File: config.mk
export PLATFORM = sky130hd
export DESIGN_NAME = param_fifo
export DESIGN_NICKNAME = d
export VERILOG_FILES = /design/src/rtl/param_fifo.sv
export SDC_FILE = /design/constraint.sdc
export NUM_CORES = 1
export LEC_CHECK = 0
export ABC_AREA = 1
export CORE_ASPECT_RATIO = 1.1
export CORE_MARGIN = 2
export CORE_UTILIZATION = 55
export CTS_CLUSTER_DIAMETER = 30
export DETAILED_ROUTE_END_ITERATION = 16
export HOLD_SLACK_MARGIN = 0.12
export PLACE_DENSITY = 0.84
export SLEW_MARGIN = 20
export SYNTH_ARGS = -nofsm -noshare
export SYNTH_HDL_FRONTEND = slang
export SYNTH_SLANG_ARGS = --single-unit
File: constraint.sdc
create_clock -name clk -period 7.9 [get_ports clk]
set_input_delay 1.185 -clock clk [delete_from_list [all_inputs] [get_ports clk]]
set_output_delay 1.185 -clock clk [all_outputs]
set_load 0.02 [all_outputs]
File: src/rtl/param_fifo.sv
// param_fifo: parameterised synchronous show-ahead FIFO with registered
// occupancy flags, a high-water mark and optional sticky error flags.
//
// Optional feature macro: PARAM_FIFO_ERR_EN
//   defined   -> overflow/underflow are sticky error flags, cleared by rst/clr_err
//   undefined -> overflow/underflow tied low; rejected requests are dropped silently
//
// Reset is synchronous and active-high; memory contents are never reset.

module param_fifo #(
    parameter int WIDTH      = 8,
    parameter int DEPTH      = 4,
    parameter int AFULL_LVL  = DEPTH - 1,
    parameter int AEMPTY_LVL = 1,
    localparam int CW        = $clog2(DEPTH + 1)
) (
    input  logic             clk,
    input  logic             rst,
    input  logic             push,
    input  logic [WIDTH-1:0] din,
    input  logic             pop,
    output logic [WIDTH-1:0] dout,
    output logic             full,
    output logic             empty,
    output logic             afull,
    output logic             aempty,
    output logic [CW-1:0]    level,
    output logic [CW-1:0]    max_level,
    output logic             overflow,
    output logic             underflow,
    input  logic             clr_err
);

    localparam int PW = (DEPTH > 1) ? $clog2(DEPTH) : 1;

    logic [WIDTH-1:0] mem [DEPTH];
    logic [PW-1:0]    wr_ptr;
    logic [PW-1:0]    rd_ptr;
    logic             pop_ok;
    logic             push_ok;
    logic [CW-1:0]    level_nxt;

    // Pointers wrap explicitly so DEPTH need not be a power of two.
    function automatic logic [PW-1:0] ptr_inc(input logic [PW-1:0] p);
        return (p == PW'(DEPTH - 1)) ? '0 : p + 1'b1;
    endfunction

    // Request qualification; a pop frees a slot so a push into a full FIFO
    // is accepted in the same cycle. No bypass when empty.
    always_comb begin
        pop_ok    = pop & ~empty;
        push_ok   = push & (~full | pop_ok);
        level_nxt = level + CW'(push_ok) - CW'(pop_ok);
    end

    // Storage write; not reset, stale contents are unreachable after reset.
    always_ff @(posedge clk) begin
        if (push_ok && !rst) begin
            mem[wr_ptr] <= din;
        end
    end

    // Show-ahead read: head of queue is always presented.
    assign dout = mem[rd_ptr];

    // Pointers and occupancy count.
    always_ff @(posedge clk) begin
        if (rst) begin
            wr_ptr <= '0;
            rd_ptr <= '0;
            level  <= '0;
        end else begin
            if (push_ok) wr_ptr <= ptr_inc(wr_ptr);
            if (pop_ok)  rd_ptr <= ptr_inc(rd_ptr);
            level <= level_nxt;
        end
    end

    // Status flags registered from the next level, so they carry no
    // combinational path from push/pop.
    always_ff @(posedge clk) begin
        if (rst) begin
            full   <= 1'b0;
            empty  <= 1'b1;
            afull  <= 1'(AFULL_LVL == 0);
            aempty <= 1'(AEMPTY_LVL >= 0);
        end else begin
            full   <= (level_nxt == CW'(DEPTH));
            empty  <= (level_nxt == '0);
            afull  <= (int'(level_nxt) >= AFULL_LVL);
            aempty <= (int'(level_nxt) <= AEMPTY_LVL);
        end
    end

    // High-water mark; clr_err clears then samples the next level.
    always_ff @(posedge clk) begin
        if (rst) begin
            max_level <= '0;
        end else if (clr_err) begin
            max_level <= level_nxt;
        end else if (level_nxt > max_level) begin
            max_level <= level_nxt;
        end
    end

`ifdef PARAM_FIFO_ERR_EN
    logic ovf_set;
    logic unf_set;

    always_comb begin
        ovf_set = push & ~push_ok;
        unf_set = pop & empty;
    end

    // Sticky error flags; a new event in the clear cycle keeps the flag set.
    always_ff @(posedge clk) begin
        if (rst) begin
            overflow  <= 1'b0;
            underflow <= 1'b0;
        end else begin
            if (ovf_set)      overflow <= 1'b1;
            else if (clr_err) overflow <= 1'b0;
            if (unf_set)      underflow <= 1'b1;
            else if (clr_err) underflow <= 1'b0;
        end
    end
`else
    assign overflow  = 1'b0;
    assign underflow = 1'b0;
`endif

endmodule

Word-level counts from Yosys, hierarchy flattened --
Memories as Yosys holds them, arrays and structs flattened. A register that Yosys moved wholly into a read port is not among the register bits. Cells that the tools add are included.
Operators by class: order comparisons 3, reductions and logical operators 4, mux-type cells 8, add/sub/neg operators 4, bitwise gates (word level) 5, equal/unequal tests 3
Operators by type and width (count):
- $mux 2 | 4
- $mux 3 | 2
- $add 2x1->2 const B | 2
- $eq 2x2->1 const B | 2
- $add 3x1->3 | 1
- $eq 3x3->1 const B | 1
- $ge 3x2->1 const B | 1
- $gt 3x3->1 | 1
- $le 3x1->1 const B | 1
- $logic_not 3->1 | 1
- $sub 3x1->3 | 1
- $and 1x1->1 | 2
- $mux 1 | 2
- $not 1->1 | 2
- $reduce_bool 2->1 | 1
- $logic_and 1x1->1 | 1
- $logic_not 1->1 | 1
- $or 1x1->1 | 1
Word-level totals: input bits 13, logic and storage cells 36, memories 1, output and inout port bits 20, bits in writable memories 32, register bits 14
Memories:
- mem | depth 4, bits a word 8, rd ports 1, clocked after memory_dff 1, write ports 1, RTL line 36 | logic [WIDTH-1:0] mem [DEPTH];

Logic depth before layout (Yosys ltp) --
depth in word-level cells 9, depth in mapped cells 19, gate-level depth less buffers 19

Worst setup path after synthesis --
No wires, ideal clock.
path kind in2reg, start point input port pop, end point register max_level[1], cell stages on the path 18, data required time 7785 ps, path slack 4521 ps, path buffers 0, data arrival time 3264 ps, cells stage by stage inv_1 nor2_4 inv_2 nand2_1 nand2_2 ha_1 inv_1 ha_1 fa_1 ha_1 nand2_1 nand2_1 nand2_1 nand2_1 nand2_2 nand3_1 nand2_1 nor2_1
Between the ends: word-level cells in the longest chain between the ends 7, elaborated cells on any way between the ends 9
RTL lines:
- start: declaration | RTL line 21 | input logic pop,
- $and 1x1->1 (*) | RTL line 51 | pop_ok = pop & ~empty;
- net pop_ok | RTL line 39 | logic pop_ok;
- $or 1x1->1 | RTL line 52 | push_ok = push & (~full | pop_ok);
- $and 1x1->1 | RTL line 52
- $add 3x1->3 | RTL line 53 | level_nxt = level + CW'(push_ok) - CW'(pop_ok);
- $sub 3x1->3 (*) | RTL line 53
- net level_nxt[1] | RTL line 41 | logic [CW-1:0] level_nxt;
- $gt 3x3->1 / $mux 3 (equally long branches) | RTL line 101 | end else if (level_nxt > max_level) begin
- $reduce_bool 2->1 (no source line) / $mux 3 (equally long branches)
- end signal: assignment | RTL line 100 | max_level <= level_nxt;
- end signal: assignment | RTL line 102 | max_level <= level_nxt;
- end: declaration | RTL line 28 | output logic [CW-1:0] max_level,
The timed path passes the listed nets; every way through them passes the cells marked *. The select of a mux whose other input is x is not followed. A chain may end at the register's enable or synchronous reset.

Final worst setup path --
Same ends and word-level chain as after synthesis.

==> flow_summary.json <==
{
  "slew_headroom_pct": 46.0,
  "clock_latency_ns": 0.36,
  "drtIter0Drc": 72,
  "fin_crit_sh_pct": 47.5,
  "ys_types": 23,
  "regArea_mm2": 0.00128,
  "grt_max_degree": 18,
  "power.total_mw": 0.794,
  "grt_pass1_vias": 1353,
  "cts_sinks": 48,
  "drc": 0,
  "wl_per_cell_um": 14.6,
  "dp_worst_setup_slack_ns": 3.81,
  "fmax_mhz": 266,
  "row_count": 22,
  "setup-tns-final_ns": 0,
  "crit_path_end_kind": "register",
  "via_per_inst": 5.16,
  "clkPwrFrac_pct": 17.6,
  "cts_hold_buf": 0,
  "cts_buffer_depth": 2,
  "ys_top_cells_by_area": "edfxtp_1 48%, dfxtp_1 16%, ha_1 5.7%",
  "p_leak_nw": 0.939,
  "status": "finished, final reports clean",
  "p_switching_mw": 0.290,
  "ys_seq_elements": 48,
  "swShare_pct": 36.5,
  "rsz0062_at_grt": "false",
  "syn_inst": 179,
  "antenna_found_initial": 0,
  "pwr-share-comb_pct": 40.7,
  "cap_violations": 0,
  "drive_gt1_share_pct": 7.94,
  "critPathRequiredTime_ns": 8.16,
  "synth-edff-count": 32,
  "fin_crit_ns": 3.75,
  "die_x_um": 61.3,
  "synth.top_cell.area_share_pct": 48.4,
  "final_util_pct": 70.5,
  "cts.repair.resized": 0,
  "ys.flop_type": "edfxtp_1",
  "netlist_area_mm2": 0.00199,
  "yosys.area.top_type": "edfxtp_1",
  "maxSlewViolCount": 0,
  "grt_first_pass_wirelength_um": 6030,
  "fill_cells": 242,
  "nNetsFinal": 236,
  "critPathLaunchType": "primary input",
  "intPower_mw": 0.505,
  "fin_ws_ns": 4.15,
  "routabilityCongestion": 0.798,
  "hold_viol": 0,
  "postCtsSetupBuffers": 0,
  "initial_core_util_pct": 58.6,
  "htree_num_levels": 2,
  "cts.reportedPaths.clkPinSlew_ns": 0.12,
  "coreArea_mm2": 0.00339,
  "cts_tree": "built",
  "overflow": 0,
  "hold_ws_ns": 0.515,
  "first_pass_iters": 4,
  "clock_skew_ns": 0.00456,
  "critPathKind": "primary input to register",
  "vias": 1351,
  "synth_most_common_cell": "edfxtp_1",
  "hpwl_um": 2740,
  "power_density_mw_per_mm2": 333,
  "num_io_pins": 33,
  "port_buffers": 30,
  "totalWireLength_um": 3830,
  "r2r_setup_slack_ns": 5.08,
  "sequentialPowerShare_pct": 41.7,
  "ys_top_cells_by_count": "32 x edfxtp_1, 27 x nor2_1, 22 x inv_1",
  "worstPathArrival_ns": 4.02,
  "peakVddDrop_mv": 0.294,
  "grt_usage_pct": 20.7,
  "die_h_um": 67.0,
  "diodes": 0,
  "tightest_slew_ns": 0.807,
  "synth-seq-area-share_pct": 64.5,
  "setup_viol": 0,
  "area_growth_syn_to_layout_pct": 20.3,
  "cts_buffers": 5,
  "die-area_mm2": 0.00411,
  "worstHoldPathType": "register to register",
  "synth_warnings": 0,
  "syn_area_per_cell_um2": 11.1,
  "multiInputGateArea_um2": 573,
  "async_reset_ff_share_pct": 0,
  "cp_max_fo": 5,
  "cts_root_buffer": "clkbuf_4",
  "ant_nets": 0
}
[power groups by stage]
stage	logic [mW]	clock network, mW	registers [mW]
floorplan	0.185	0	0.353
global placement	0.302	0	0.335
detailed placement	0.321	0	0.337
CTS	0.325	0.142	0.331
global route	0.357	0.151	0.335
finish	0.324	0.140	0.331
[critical path: stages]
cell             delay [ns]
clkdlybuf4s50_1        0.45
inv_1                  0.05
nor2_4                 0.13
inv_2                  0.05
nand2_1                0.09
nand2_2                0.09
ha_1                   0.28
inv_1                  0.04
ha_1                   0.20
fa_1                   0.60
ha_1                   0.29
nand2_1                0.07
nand2_1                0.06
nand3_1                0.07
nand2_1                0.05
inv_1                  0.10
nand3_1                0.09
nand2_1                0.06
nor2_1                 0.05
[final cells by class]
type                       instances  share of cell area, %
clock buffer                       6                   1.73
timing repair buffer              30                   12.6
inverter                          26                   4.09
multi-input combinational        102                   24.0
tap                               48                   2.51
sequential                        48                   53.6
clock inverter                     2                   1.47
[state kept, by name, indices dropped and copies added, names as in the netlist, named ones only]
name / flops
mem: 32
level: 3
wr_ptr: 2
rd_ptr: 2
afull: 1
max_level: 3
aempty: 1
full: 1
empty: 1
[per-layer routing]
layer	vias up	wire [µm]	share of wire (%)	global-route usage [%]
met2	34	2070	54	35.4
met5	-	0	0	0
met1	641	1550	40	24.2
met3	4	174	4.5	6.41
met4	0	31	0.81	7.07
li1	672	-	-	-
[cell families after synthesis]
group           synth area share [%]
simple gates                    12.1
flops                           64.5
compound gates                  9.70
buf+inv                         6.80
fa+ha+maj                       6.68
other cells                    0.189
[worst paths after layout]
path / startpoint / endpoint / cells past startpoint
setup / recovery: pop / max_level[1] / 19
hold / removal: max_level[2] / max_level[2] / 2
setup reg to reg: empty / max_level[1] / 17
hold reg to reg: max_level[2] / max_level[2] / 2
[per-stage QoR]
step | cells | instance area (µm²)
5_1_grt | 262 | 2390
6_report | 262 | 2390
4_1_cts | 262 | 2390
2_1_floorplan | 180 | 1990
3_5_place_dp | 254 | 2310
3_3_place_gp | 254 | 2310
[cells in the final DEF, fill, tap and decap left out, types with 3 or more instances in the layout]
cell type,count
a21oi_1,4
clkbuf_4,5
clkdlybuf4s50_1,30
dfxtp_1,16
edfxtp_1,32
ha_1,9
inv_1,22
inv_2,3
nand2_1,15
nand2_2,5
nand3_1,5
nor2_1,27
o21ai_0,19
o22ai_1,8
No activity file was read; power rests on OpenSTA's default activity.
